File: src/rtl/tt_probe_capture.sv
// Trigger-based probe capture: records one selected channel into a circular
// buffer around a trigger and replays it oldest-first, one sample per read strobe.
module tt_probe_capture #(
    parameter int WIDTH = 8,
    parameter int DEPTH = 16,
    parameter int NCH   = 2
) (
    input  logic                       clk,
    input  logic                       rst_n,
    input  logic                       ena,
    input  logic [NCH*WIDTH-1:0]       probe_in,
    input  logic [$clog2(NCH)-1:0]     ch_sel,
    input  logic                       mode,
    input  logic                       arm,
    input  logic                       trig,
    input  logic                       rd_en,
    output logic [WIDTH-1:0]           rd_data,
    output logic                       rd_valid,
    output logic                       done,
    output logic [$clog2(DEPTH):0]     cap_len,
    output logic [1:0]                 state
);
    localparam int AW    = $clog2(DEPTH);
    localparam int CSW   = $clog2(NCH);
    localparam int NSLOT = 1 << CSW;
    localparam logic [AW:0]   FULL_LEN = (AW+1)'(DEPTH);
    localparam logic [AW:0]   HALF_LEN = (AW+1)'(DEPTH / 2);
    localparam logic [AW-1:0] HALF_PTR = AW'(DEPTH / 2);

    typedef enum logic [1:0] {
        S_IDLE    = 2'd0,
        S_ARMED   = 2'd1,
        S_CAPTURE = 2'd2,
        S_DONE    = 2'd3
    } state_t;

    state_t            state_reg;
    logic [CSW-1:0]    ch_reg;
    logic              mode_reg;
    logic [AW-1:0]     wr_ptr_reg;
    logic [AW-1:0]     rd_ptr_reg;
    logic [AW-1:0]     pre_cnt_reg;
    logic [AW:0]       post_cnt_reg;
    logic [AW:0]       rd_cnt_reg;
    logic [AW:0]       cap_len_reg;
    logic [WIDTH-1:0]  rd_data_reg;
    logic              rd_valid_reg;
    logic              done_reg;

    logic [WIDTH-1:0]  mem [DEPTH];
    logic [WIDTH-1:0]  chan [NSLOT];
    logic [WIDTH-1:0]  sample;
    logic              we;
    logic [AW-1:0]     waddr;
    logic [AW:0]       post_target;

    // Unused select codes (NCH not a power of two) read as zero.
    for (genvar gi = 0; gi < NSLOT; gi++) begin : g_chan
        if (gi < NCH) begin : g_used
            assign chan[gi] = probe_in[gi*WIDTH +: WIDTH];
        end else begin : g_pad
            assign chan[gi] = '0;
        end
    end

    assign sample      = chan[ch_reg];
    assign post_target = mode_reg ? HALF_LEN : FULL_LEN;

    always_comb begin
        we    = 1'b0;
        waddr = wr_ptr_reg;
        if (ena) begin
            case (state_reg)
                S_ARMED: begin
                    if (mode_reg) begin
                        we = 1'b1;
                    end else if (trig) begin
                        we    = 1'b1;
                        waddr = '0;
                    end
                end
                S_CAPTURE: we = 1'b1;
                default: ;
            endcase
        end
    end

    always_ff @(posedge clk) begin
        if (we) begin
            mem[waddr] <= sample;
        end
    end

    always_ff @(posedge clk) begin
        if (!rst_n) begin
            state_reg    <= S_IDLE;
            ch_reg       <= '0;
            mode_reg     <= 1'b0;
            wr_ptr_reg   <= '0;
            rd_ptr_reg   <= '0;
            pre_cnt_reg  <= '0;
            post_cnt_reg <= '0;
            rd_cnt_reg   <= '0;
            cap_len_reg  <= '0;
            rd_data_reg  <= '0;
            rd_valid_reg <= 1'b0;
            done_reg     <= 1'b0;
        end else if (!ena) begin
            rd_valid_reg <= 1'b0;
        end else begin
            rd_valid_reg <= 1'b0;
            if (we) begin
                wr_ptr_reg <= waddr + 1'b1;
            end
            case (state_reg)
                S_IDLE: begin
                    if (arm) begin
                        ch_reg      <= ch_sel;
                        mode_reg    <= mode;
                        wr_ptr_reg  <= '0;
                        pre_cnt_reg <= '0;
                        state_reg   <= S_ARMED;
                    end
                end
                S_ARMED: begin
                    if (trig) begin
                        post_cnt_reg <= (AW+1)'(1);
                        // Oldest kept entry sits pre-count slots behind the trigger.
                        rd_ptr_reg   <= waddr - pre_cnt_reg;
                        state_reg    <= S_CAPTURE;
                    end else if (mode_reg && pre_cnt_reg != HALF_PTR) begin
                        pre_cnt_reg <= pre_cnt_reg + 1'b1;
                    end
                end
                S_CAPTURE: begin
                    post_cnt_reg <= post_cnt_reg + 1'b1;
                    if (post_cnt_reg + 1'b1 == post_target) begin
                        state_reg   <= S_DONE;
                        done_reg    <= 1'b1;
                        rd_cnt_reg  <= '0;
                        cap_len_reg <= mode_reg ? ({1'b0, pre_cnt_reg} + HALF_LEN) : FULL_LEN;
                    end
                end
                S_DONE: begin
                    if (rd_en) begin
                        rd_data_reg  <= mem[rd_ptr_reg];
                        rd_valid_reg <= 1'b1;
                        rd_ptr_reg   <= rd_ptr_reg + 1'b1;
                        rd_cnt_reg   <= rd_cnt_reg + 1'b1;
                        if (rd_cnt_reg + 1'b1 == cap_len_reg) begin
                            state_reg <= S_IDLE;
                            done_reg  <= 1'b0;
                        end
                    end
                end
            endcase
        end
    end

    assign rd_data  = rd_data_reg;
    assign rd_valid = rd_valid_reg;
    assign done     = done_reg;
    assign cap_len  = cap_len_reg;
    assign state    = state_reg;
endmodule

File: config.mk
export PLATFORM = sky130hd
export DESIGN_NAME = tt_probe_capture
export DESIGN_NICKNAME = d
export VERILOG_FILES = /design/src/rtl/tt_probe_capture.sv
export SDC_FILE = /design/constraint.sdc
export NUM_CORES = 1
export LEC_CHECK = 0
export ABC_AREA = 1
export CORE_UTILIZATION = 40
export CTS_BUF_LIST = sky130_fd_sc_hd__clkbuf_8 sky130_fd_sc_hd__clkbuf_16
export DETAILED_ROUTE_END_ITERATION = 10
export HOLD_SLACK_MARGIN = 0.15
export PLACE_DENSITY = 0.61
export SLEW_MARGIN = 25
export SYNTH_ARGS = -nofsm -noshare
export SYNTH_HDL_FRONTEND = slang
export SYNTH_SLANG_ARGS = --single-unit
File: constraint.sdc
create_clock -name clk -period 3.9 [get_ports clk]
set_clock_uncertainty 0.05 [all_clocks]
set_input_delay 0.78 -clock clk [delete_from_list [all_inputs] [get_ports clk]]
set_output_delay 0.78 -clock clk [all_outputs]
set_load 0.1 [all_outputs]
==> impl_summary.md, run 1 <==
Layout
The fraction of layout instances using a drive strength above 1 is 6.60%. The multi-input combinational cells in the finished layout cover a total of 2420 um^2. The layout has 1,587 filler cells.

The register with the most flip-flops in the layout has 128 of them. Relative to the synthesized area, the layout overhead comes to 15.7%. The diode insertion count for antenna repair is 0. The sequential cells in the finished layout cover a total of 4670 um^2. The number of nets in the final layout is 801.

Global routing
The first global-routing pass estimated 29,000 um of wire. The number of global-route vias before repair came to 5,321. The initial antenna violation count is 0. The largest net degree at the start of global routing is 67. The remaining global-route overflow is 0. For this run, the total global-route usage over all layers was measured as 20.3%.

CTS
Hold repair after CTS inserted 0 buffers. The H-tree generated during clock tree synthesis spans 4 levels. Once the clock tree was built, the resizer swapped 0 gates to a different size. TritonCTS built the clock tree. Clock latency on the worst-skew pair, taken at its later pin, is 430 ps. The number of clock sinks is 169. The tree is rooted in a sky130_fd_sc_hd__clkbuf_16.

The number of buffers inserted during clock tree synthesis is 17. The clock passes through at most 2 buffers. After clock tree synthesis, the clock-pin slew on the worst setup and hold paths is 70 ps. After clock tree synthesis, the setup repair step added 0 buffers.

Power
Of the total power, the clock network draws 38.2%. The fraction of power spent switching nets is 27.7%. Summed over all nets, the switching power comes to 0.00117 W. For this design the static power due to leakage is 3.02 nW.

Internal power comes to 0.00305 W. IR analysis of the VDD net gives a maximum drop of 0.293 mV. In this run the power density over the cells is 490 nW/um^2. The design draws 0.00422 W. Combinational logic is responsible for 13.6% of the overall power.

The fraction of power consumed by sequential logic is 48.2%.

STA
The highest achievable clock rate is 331 MHz. The ratio of final minimum period to clock period is 77.4%. Setup repair after global routing left no endpoint under its margin. The number of max-slew violations in the final report is 0. The worst pin sits at a relative slew slack of 34.0%.

In the final timing run, aggregate negative setup slack is 0 ps. Across all hold checks on the routed design, the worst slack comes to 421 ps. The final-report hold violation count is 0. The count of endpoints failing setup in the final report is 0. The shortest clock period the worst path allows after layout is 3020 ps.

For the pin with the worst max-slew slack, the measured transition is 987 ps.

Min path
The worst min-delay path startpoint is done. The class of the most critical hold timing path is reg -> reg.

Worst setup path
The highest cell delay on the worst timing path is 630 ps. The worst setup path endpoint is mem[2][5]. The top fanout value on the critical path is 8.

STA classifies the critical path startpoint as an input port. The endpoint identified for the worst register-to-register timing path is mem[3][7]. For the worst flop-to-flop path, the logic depth is 10. The reg-to-reg setup timing slack is 1060 ps. Walking the worst path, the cells encountered are clkdlybuf4s50_1 > inv_2 > nor3_4 > nor2_1 > inv_1 > ha_1 > nand2_1 > nor2_1. For this design, the slowest cell found on the critical path is sky130_fd_sc_hd__clkdlybuf4s50_1.

Data arrives at the worst endpoint at 3030 ps. The launching point of the worst reg2reg path is state[1]. The launch point of the critical path is ena. For the worst setup path, the data required time is 3910 ps.

The most prevalent standard cell on the critical path is sky130_fd_sc_hd__nor2_1. The type of the setup path with the least slack is in -> reg. The type of element capturing the critical path is a flop.

Routing
The number of detailed-routing iterations run before antenna repair is 8. The sum of routed wire length over all layers is 18,700 um. The DRC violation count after routing is 4. The violation count after the first detailed-routing iteration is 469.

Summing over every cut layer, the via total after detailed routing is 5,522. The count of antenna-violating nets left after detailed routing is 0. After detailed routing, the average wire length per cell comes to 18.7 um. The average via count per standard cell is 5.51.

Outcome
The checks that failed: DRC. The run finished, with violations left.

Placement
Routability-driven placement finished with a final weighted congestion of 0.859. The count of input and output buffers is 40. The HPWL reported at the end of detailed placement is 12,400 um.

Floorplanning
41 I/O pins were placed. The initialized floorplan defines 49 standard-cell rows. The core region is 18,100 um^2. The effective utilization at floorplan is 41.1%. The floorplan die width is 138 um.

The area enclosed by the die boundary is 19,200 um^2. The vertical die dimension is 138 um.

Yosys
The total of warnings raised by yosys is 0. The total standard cell area after synthesis is 7440 um^2. After technology mapping, the gate count stands at 725. Each instance of the synthesized netlist takes up on average 10.3 um^2. When the netlist entered floorplanning its net count stood at 766. Sequential cells were found to cover 62.7% of the synthesized design area. The number of library cell types mapped by synthesis is 38. The total of flip-flops plus latches after synthesis is 169.

Flow run
Across the run, the number of max-cap violations was 0.
-- final cells by class --
class,instances,share of cell area (%)
Timing Repair Buffer,47,5.26
Multi-Input combinational cell,467,28.1
Clock buffer,17,4.94
Sequential cell,169,54.2
Tap cell,229,3.33
Clock inverter,15,1.67
Inverter,58,2.54
-- cell usage in the layout, fill, tap and decap left out, types with 2 or more instances in the layout --
cell type / instances
sky130_fd_sc_hd__nor2_1: 130
sky130_fd_sc_hd__edfxtp_1: 128
sky130_fd_sc_hd__nand2_1: 90
sky130_fd_sc_hd__o21ai_0: 81
sky130_fd_sc_hd__inv_1: 50
sky130_fd_sc_hd__nand3_1: 43
sky130_fd_sc_hd__dfxtp_1: 40
sky130_fd_sc_hd__clkdlybuf4s50_1: 40
sky130_fd_sc_hd__o221ai_1: 24
sky130_fd_sc_hd__a21oi_1: 24
sky130_fd_sc_hd__o211ai_1: 17
sky130_fd_sc_hd__clkbuf_16: 17
sky130_fd_sc_hd__ha_1: 16
sky130_fd_sc_hd__nand4_1: 7
sky130_fd_sc_hd__buf_4: 7
sky130_fd_sc_hd__nor3_1: 6
sky130_fd_sc_hd__inv_2: 5
sky130_fd_sc_hd__o21ai_1: 5
sky130_fd_sc_hd__clkinv_1: 4
sky130_fd_sc_hd__inv_6: 4
sky130_fd_sc_hd__nand2_2: 3
sky130_fd_sc_hd__a211oi_1: 3
sky130_fd_sc_hd__clkinv_4: 3
sky130_fd_sc_hd__clkinvlp_4: 3
sky130_fd_sc_hd__nor3b_1: 2
sky130_fd_sc_hd__xor2_1: 2
sky130_fd_sc_hd__xnor2_1: 2
sky130_fd_sc_hd__inv_8: 2
-- cells in the mapped netlist, drive strengths merged --
cell type / count / share of area, %
nand4: 7 / 0.59
ha: 16 / 2.7
o21ai: 86 / 5.8
clkinv: 4 / 0.22
xor2: 3 / 0.45
nor3b: 2 / 0.20
nand3b: 1 / 0.10
nor3: 7 / 0.62
nand2: 93 / 4.8
fa: 1 / 0.27
clkbuf: 23 / 1.3
edfxtp: 128 / 52
nor2: 131 / 6.6
o211ai: 17 / 1.7
o21bai: 1 / 0.10
inv: 54 / 2.7
a211oi: 4 / 0.47
o221ai: 24 / 2.8
a22oi: 1 / 0.10
o211a: 1 / 0.13
a21oi: 24 / 1.6
nand3: 43 / 2.9
buf: 8 / 0.57
or2: 1 / 0.084
xnor2: 2 / 0.24
o21a: 1 / 0.10
dfxtp: 41 / 11
o22ai: 1 / 0.084
-- worst min path at each step --
stage	cells after the start	to	slack, ps
after floorplan	2	post_cnt_reg[4]	400
after global placement	2	done	400
after detailed placement	2	done	410
after CTS	2	done	420
after global routing	2	done	440
final	2	done	420
-- worst max-delay path: cells and delay by family --
| kind | cells | cell delay [ps] |
|---|---|---|
| adders and majority gates | 1 | 180 |
| buffers and inverters | 3 | 880 |
| and+or+nand+nor | 4 | 1210 |
-- power by group through the flow --
stage | clock network [W] | registers (W) | logic [W]
after floorplan | 0 | 0.00209 | 0.000353
after global placement | 0 | 0.00207 | 0.000563
after detailed placement | 0 | 0.00207 | 0.000570
after CTS | 0.00164 | 0.00203 | 0.000574
after global routing | 0.00171 | 0.00204 | 0.000635
final | 0.00161 | 0.00203 | 0.000576
-- per-stage QoR --
step                      area [um^2]  std cells  utilization (%)  setup slack [ps]
after floorplan                  7440        725                -               862
after global placement           8040        970             44.5               596
after detailed placement         8040        970             44.5               465
after CTS                        8610       1002             47.6               903
after global routing             8610       1002             47.6               759
final                            8610       1002             47.6               880
-- cells by family (layout without fill, tap and decap cells) --
family                     Yosys count  after routing  synth area share (%)
AOI/OAI and AO/OA                  160            160                  12.9
xor gates and xnor gates             5              5                 0.690
adders and majority gates           17             17                  2.96
buffers and inverters               89            137                  4.81
DFF                                169            169                  62.7
and+or+nand+nor                    285            285                  15.9
-- routing by layer --
| metal | part of all wire [%] | global-route usage (%) | up-vias | wire [um] |
|---|---|---|---|---|
| met5 | 0 | 0 | - | 0 |
| met4 | 2.2 | 8.52 | 0 | 414 |
| met3 | 5.5 | 3.71 | 39 | 1020 |
| met2 | 49 | 33.4 | 204 | 9090 |
| met1 | 44 | 26.3 | 2652 | 8170 |
| li1 | - | - | 2627 | - |
(Power assumes the default switching activity.)
==> inputs of run 2 (changes only) <==
==> constraint.sdc (replaced) <==
create_clock -name clk -period 3 [get_ports clk]
set_clock_uncertainty 0.05 [all_clocks]
set_input_delay 0.6 -clock clk [delete_from_list [all_inputs] [get_ports clk]]
set_output_delay 0.6 -clock clk [all_outputs]
set_load 0.1 [all_outputs]
==> run 2 against run 1 <==
Non-clock buffer count is 27 higher; combinational power up 36%; the run now ends clean; largest cell class unchanged; cell count rose by 2.7%; sequential share of layout area is 1.2 points lower.
==> impl_summary.md, run 2 (synthesis gave the netlist of run 1 again) <==
Outcome
Result of the run: finished, final reports clean (was finished, violations left).

CTS
The CTS tree is built (unchanged). The number of buffers added for setup after CTS was 0 (unchanged). The count of instances resized after the clock tree is built is 0 (unchanged). The total number of H-tree levels was 4 (unchanged). The number of buffers inserted during clock tree synthesis is 17 (unchanged). The clock edge transition at the registers on the reported setup and hold paths was 60 ps (was 70 ps).

The clock tree root buffer cell is sky130_fd_sc_hd__clkbuf_16 (unchanged). The later-pin clock latency in the skew report is 430 ps (about the same). The clock tree buffer depth came to 2 (unchanged). The count of hold buffers inserted by post-cts repair is 0 (unchanged). The number of clock sinks is 169 (unchanged).

Worst setup path
The nature of the critical path startpoint was a flop (was input port). The type of the setup path with the least slack is reg -> reg (was in -> reg). The total buffers and inverters traversed by the critical path is 4 (was 3).

The highest-delay cell along the critical path was sky130_fd_sc_hd__dfxtp_2 (was sky130_fd_sc_hd__clkdlybuf4s50_1). The highest cell delay on the worst timing path was 360 ps (was 630 ps). The type of element capturing the critical path is a flop (unchanged).

The reg-to-reg setup timing slack is 490 ps (was 1060 ps). The top fanout value on the critical path was 8 (unchanged). Ordered list of cells on the worst path: inv_1 > ha_1 > nand2_1 > nor3_4 > nor2_1 > ha_1 > inv_1 > nor2_1 > inv_1 > nor2_1 > buf_4 (was clkdlybuf4s50_1 > inv_2 > nor3_4 > nor2_1 > inv_1 > ha_1 > nand2_1 > nor2_1). The data arrival time of the worst path is 2600 ps (was 3030 ps). The kind of cell with the highest combined delay on the critical path is simple AND/OR/NAND/NOR gates (unchanged).

The critical path required time was 3090 ps (was 3910 ps).

Layout
The final core utilization is 48.7% (was 47.6%). The number of nets in the final layout came to 828 (was 801). The fraction of layout instances using a drive strength above 1 came to 11.9% (was 6.60%). The area added between synthesis and finish is 18.4% (was 15.7%).

The area of the multi-input gates came to 2420 um^2 (unchanged). The diode insertion count for antenna repair is 0 (unchanged). Commonest non-fill, non-tap cells in the layout: sky130_fd_sc_hd__nor2_1 (130), sky130_fd_sc_hd__edfxtp_1 (128), sky130_fd_sc_hd__nand2_1 (90) (unchanged). The count of fill cells added during filler insertion was 1,586 (was 1,587).

The flip-flop count of the largest register, all copies and words added was 128 (unchanged). The leading cell type in the layout, fill and taps excluded is sky130_fd_sc_hd__nor2_1 (unchanged). The sequential cell area is 4670 um^2 (about the same).

STA
The number of max-slew violations in the final report is 0 (unchanged). The remaining max-slew budget at the tightest pin came to 50.3% (was 34.0%). The final-report hold violation count is 0 (unchanged). Timing would allow up to 398 MHz. The ratio of final minimum period to clock period is 83.8%. The measured slew at the worst slew-check pin is 745 ps (was 987 ps). The count of endpoints failing setup in the final report is 0 (unchanged).

The shortest clock period the worst path allows after layout is 2510 ps. The setup total negative slack is 0 ps (unchanged). RSZ-0062 raised after global routing: no (unchanged).

Global routing
The remaining global-route overflow is 0 (unchanged). The number of global-route vias before repair is 5,577 (was 5,321). The initial antenna violation count was 0 (unchanged). The largest net degree at the start of global routing was 67 (unchanged). The wire length of the first global-routing pass came to 30,100 um (was 29,000 um). The overall fraction of global-route tracks in use is 21.0% (was 20.3%).

Power
The internal power summed over all cells came to 0.00417 W (was 0.00305 W). The total power density per cell area was 640 nW/um^2 (was 490 nW/um^2). The reported leakage power was 3.21 nW (was 3.02 nW). The fraction of power consumed by sequential logic came to 46.7% (was 48.2%). The fraction of power spent switching nets is 25.9% (was 27.7%). The power share of the combinational group is 13.9% (was 13.6%). The peak supply drop is 0.489 mV (was 0.293 mV).

The portion of total power attributed to the clock network is 39.4% (was 38.2%). The switching power of the nets came to 0.00146 W (was 0.00117 W).

Min path
The class of the most critical hold timing path is reg -> reg (unchanged).

Floorplanning
The effective utilization at floorplan is 41.1% (unchanged). The I/O pin count is 41 (unchanged). The placement row count is 49 (unchanged). The area of the core region is 18,100 um^2 (unchanged).

The vertical die dimension is 138 um (unchanged). The floorplan die width is 138 um (unchanged). The area enclosed by the die boundary is 19,200 um^2 (unchanged).

Routing
The number of detailed-routing iterations run before antenna repair is 5 (was 8). The average wire per cell in the routed design was 18.7 um (about the same). The average via count per standard cell is 5.51 (about the same). The sum of routed wire length over all layers is 19,200 um (was 18,700 um). The violation count after the first detailed-routing iteration is 680 (was 469). The via count of the routed design was 5,668 (was 5,522). The count of antenna-violating nets left after detailed routing is 0 (unchanged). The DRC violation count after routing is 0 (was 4).

Placement
The final estimated routing congestion in global placement is 0.878 (was 0.859). The HPWL reported at the end of detailed placement is 13,200 um (was 12,400 um). The count of input and output buffers came to 40 (unchanged).

Flow run
The number of max-cap violations came to 0 (unchanged).
## run 2: changes by cell type in the layout (fill, tap and decap cells not counted), moves of 2 or more
cell                              change
sky130_fd_sc_hd__buf_4               +44
sky130_fd_sc_hd__clkdlybuf4s50_1     -17
sky130_fd_sc_hd__inv_6                -3
sky130_fd_sc_hd__bufinv_16            +2
sky130_fd_sc_hd__clkbuf_8             +2
sky130_fd_sc_hd__clkinv_4             -2
sky130_fd_sc_hd__inv_8                -2
## run 2: path summary, 6_finish.rpt
path                               start    endpoint  cells past startpoint
worst max register to register  state[1]  mem[11][2]                     11
worst max-delay path            state[1]  mem[11][2]                     11
worst min-delay path                done        done                      2
worst min register to register      done        done                      2
## run 2: worst min-delay path: stages (launching register included)
cell                      delay, ps
sky130_fd_sc_hd__dfxtp_1        310
sky130_fd_sc_hd__nand2_1         60
sky130_fd_sc_hd__a21oi_1         50
## run 2: layout make-up
class	instances	area share (%)
clock inverters	13	1.75
repair buffers	74	6.96
flip-flops and latches	169	53.0
clock buffers	19	5.14
well taps	229	3.25
multi-input cells	467	27.4
inverters	58	2.49
## run 2: routing by layer
| metal | up-vias | wire length (um) | global-route usage, % |
|---|---|---|---|
| met4 | 0 | 542 | 10.3 |
| met5 | - | 0 | 0 |
| li1 | 2678 | - | - |
| met1 | 2725 | 8170 | 26.6 |
| met2 | 223 | 9430 | 34.9 |
| met3 | 42 | 1090 | 3.78 |
## run 2: stage by stage
stage	cell area [um^2]	instances	power [W]	hold WS [ps]	setup slack, ps
floorplan	7440	725	0.00318	402	80.4
global placement	8200	997	0.00344	405	309
detailed placement	8200	997	0.00346	411	210
CTS	8810	1029	0.00566	420	519
global route	8810	1029	0.00583	444	279
finish	8810	1029	0.00564	418	486
## run 2: power groups by stage
stage	Sequential (W)	Clock, W	Combinational, W
4_1_cts	0.00263	0.00225	0.000778
3_5_place_dp	0.00268	0	0.000774
3_3_place_gp	0.00268	0	0.000760
5_1_grt	0.00264	0.00234	0.000859
2_1_floorplan	0.00272	0	0.000459
6_report	0.00263	0.00222	0.000782
==> inputs of run 3 (changes only) <==
==> constraint.sdc (replaced) <==
create_clock -name clk -period 2.6 [get_ports clk]
set_clock_uncertainty 0.05 [all_clocks]
set_input_delay 0.52 -clock clk [delete_from_list [all_inputs] [get_ports clk]]
set_output_delay 0.52 -clock clk [all_outputs]
set_load 0.1 [all_outputs]
==> run 3 against run 2 <==
Flip-flop and latch count unchanged; count of clock-buffer cells in the layout down 2; sequential share of layout area down 0.71 points; register-to-register slack worse by 270 ps; largest cell class unchanged.
==> impl_summary.md, run 3 (synthesis gave the netlist of run 1 again) <==
CTS
The total number of H-tree levels is 4 (unchanged). The clock tree root buffer cell is sky130_fd_sc_hd__clkbuf_16 (unchanged). The number of buffers inserted during clock tree synthesis is 17 (unchanged).

The later-pin clock latency in the skew report is 430 ps (about the same). The number of clock sinks is 169 (unchanged). The clock tree buffer depth is 2 (unchanged).

The CTS tree is built (unchanged). The count of hold buffers inserted by post-cts repair is 0 (unchanged). The clock edge transition at the registers on the reported setup and hold paths is 70 ps (was 60 ps).

STA
The highest achievable clock rate is 420 MHz (was 398 MHz). The measured slew at the worst slew-check pin was 730 ps (was 745 ps). The number of max-slew violations in the final report is 0 (unchanged). The slack of the critical path is 220 ps (was 486 ps). The final-report hold violation count is 0 (unchanged).

The setup total negative slack is 0 ps (unchanged). The shortest clock period the worst path allows after layout was 2380 ps (was 2510 ps). The remaining max-slew budget at the tightest pin is 51.3% (was 50.3%). The worst hold-check slack is 427 ps (was 418 ps). The ratio of final minimum period to clock period is 91.5% (was 83.8%). RSZ-0062 raised after global routing: no (unchanged). The count of endpoints failing setup in the final report is 0 (unchanged).

Global routing
The wire length of the first global-routing pass is 30,800 um (was 30,100 um). The number of global-route vias before repair is 5,598 (was 5,577). The largest net degree at the start of global routing came to 67 (unchanged). The initial antenna violation count was 0 (unchanged). The remaining global-route overflow is 0 (unchanged).

The overall fraction of global-route tracks in use is 21.2% (was 21.0%).

Layout
Commonest non-fill, non-tap cells in the layout: sky130_fd_sc_hd__edfxtp_1 (128), sky130_fd_sc_hd__nor2_1 (127), sky130_fd_sc_hd__nand2_1 (90) (was sky130_fd_sc_hd__nor2_1 (130), sky130_fd_sc_hd__edfxtp_1 (128), sky130_fd_sc_hd__nand2_1 (90)). The area added between synthesis and finish is 20.1% (was 18.4%). The fraction of layout instances using a drive strength above 1 came to 14.1% (was 11.9%). The flip-flop count of the largest register, all copies and words added came to 128 (unchanged). The number of nets in the final layout is 841 (was 828). The diode insertion count for antenna repair is 0 (unchanged). The leading cell type in the layout, fill and taps excluded is sky130_fd_sc_hd__edfxtp_1 (was sky130_fd_sc_hd__nor2_1). The number of cells in the finished layout apart from fillers came to 1,042 (was 1,029).

Worst setup path
The type of element capturing the critical path is a flop (unchanged). The kind of cell with the highest combined delay on the critical path is simple AND/OR/NAND/NOR gates (unchanged). The nature of the critical path startpoint is a flop (unchanged).

Ordered list of cells on the worst path: inv_1 > ha_1 > nand2_1 > nor3_4 > nor2_1 > buf_4 > inv_1 > ha_1 > nand2_1 > nor2_1 > buf_4 (was inv_1 > ha_1 > nand2_1 > nor3_4 > nor2_1 > ha_1 > inv_1 > nor2_1 > inv_1 > nor2_1 > buf_4). The top fanout value on the critical path was 8 (unchanged). The launch point of the critical path is state[1] (unchanged). The highest-delay cell along the critical path is sky130_fd_sc_hd__dfxtp_4 (was sky130_fd_sc_hd__dfxtp_2). The type of the setup path with the least slack is reg -> reg (unchanged).

The launching point of the worst reg2reg path is state[1] (unchanged). The total buffers and inverters traversed by the critical path was 4 (unchanged). The highest cell delay on the worst timing path is 360 ps (about the same).

The data arrival time of the worst path is 2460 ps (was 2600 ps). The critical path required time is 2690 ps (was 3090 ps).

Placement
The HPWL reported at the end of detailed placement is 13,400 um (was 13,200 um). The final estimated routing congestion in global placement was 0.917 (was 0.878). The pre-CTS worst setup slack is -253 ps (was 210 ps). The count of input and output buffers was 40 (unchanged). The post-placement cell count was 1,010 (was 997).

Routing
The average wire per cell in the routed design is 18.5 um (was 18.7 um). The number of detailed-routing iterations run before antenna repair is 5 (unchanged). The sum of routed wire length over all layers is 19,300 um (was 19,200 um). The via count of the routed design is 5,636 (was 5,668). The DRC violation count after routing came to 0 (unchanged).

The average via count per standard cell is 5.41 (was 5.51). The count of antenna-violating nets left after detailed routing came to 0 (unchanged). The violation count after the first detailed-routing iteration is 660 (was 680).

Floorplanning
The effective utilization at floorplan is 41.1% (unchanged). The area enclosed by the die boundary is 19,200 um^2 (unchanged). The placement row count is 49 (unchanged). The vertical die dimension is 138 um (unchanged). The I/O pin count came to 41 (unchanged).

The floorplan die width was 138 um (unchanged). The area of the core region came to 18,100 um^2 (unchanged).

Min path
The worst min-delay path startpoint is done (unchanged). The class of the most critical hold timing path is reg -> reg (unchanged).

Power
The reported leakage power is 3.28 nW (was 3.21 nW). The total power density per cell area is 734 nW/um^2 (was 640 nW/um^2). The overall power of the completed layout came to 0.00656 W (was 0.00564 W). The peak supply drop was 0.514 mV (was 0.489 mV).

Outcome
Result of the run: finished, final reports clean (unchanged).

Flow run
The number of max-cap violations is 0 (unchanged).
==> run 3: cell count changes in the layout (fill, tap and decap cells not counted), moves of 2 or more <==
cell / previous run / this run
sky130_fd_sc_hd__buf_4: 51 / 63
sky130_fd_sc_hd__inv_8: 0 / 2
sky130_fd_sc_hd__clkinv_4: 1 / 3
sky130_fd_sc_hd__clkinvlp_4: 4 / 2
sky130_fd_sc_hd__inv_1: 51 / 49
sky130_fd_sc_hd__clkinv_8: 0 / 2
sky130_fd_sc_hd__inv_6: 1 / 3
sky130_fd_sc_hd__clkbuf_8: 2 / 0
sky130_fd_sc_hd__nor2_1: 130 / 127
sky130_fd_sc_hd__nor2_2: 1 / 4
==> run 3: area by class of cell <==
class	count	area, um^2
timing repair buffer	87	723
multi-input combinational	467	2430
sequential	169	4670
clock inverter	15	188
fill	1597	9150
clock buffer	17	425
inverter	58	219
tap	229	287
==> run 3: timing repair <==
| action | in CTS | in global routing |
|---|---|---|
| gates resized for setup | 0 | 3 |
| buffers inserted | 0 | 0 |
| endpoints found under the setup margin | 0 | 24 |
==> run 3: through the flow <==
stage                     util (%)  area [um^2]
after CTS                     49.4         8930
after global placement        46.0         8320
after global routing          49.4         8940
final                         49.4         8940
after floorplan                  -         7450
after detailed placement      46.0         8320
==> run 3: final timing paths <==
path	end	slack (ps)	cells after the start
hold / removal	done	430	2
setup / recovery	mem[0][1]	220	11
hold reg to reg	done	430	2
setup reg to reg	mem[0][1]	220	11
==> run 3: worst reg2reg max path: stages, from the launching register on <==
cell	delay [ps]
sky130_fd_sc_hd__dfxtp_4	360
sky130_fd_sc_hd__inv_1	70
sky130_fd_sc_hd__ha_1	200
sky130_fd_sc_hd__nand2_1	130
sky130_fd_sc_hd__nor3_4	200
sky130_fd_sc_hd__nor2_1	90
sky130_fd_sc_hd__buf_4	140
sky130_fd_sc_hd__inv_1	120
sky130_fd_sc_hd__ha_1	170
sky130_fd_sc_hd__nand2_1	190
sky130_fd_sc_hd__nor2_1	180
sky130_fd_sc_hd__buf_4	190
==> run 3: report_power, final <==
part           leakage [nW]  switching (W)  internal, W
Clock                 0.294        0.00112      0.00145
Combinational          1.50       0.000649     0.000303
Sequential             1.49      0.0000473      0.00299
Total                  3.28        0.00182      0.00474
==> run 3: layer usage <==
metal	up-vias	global-route usage (%)	part of all wire [%]
li1	2694	-	-
met1	2704	28.3	44
met2	206	34.4	48
met3	32	4.12	5.5
met4	0	7.39	2.2
met5	-	0	0
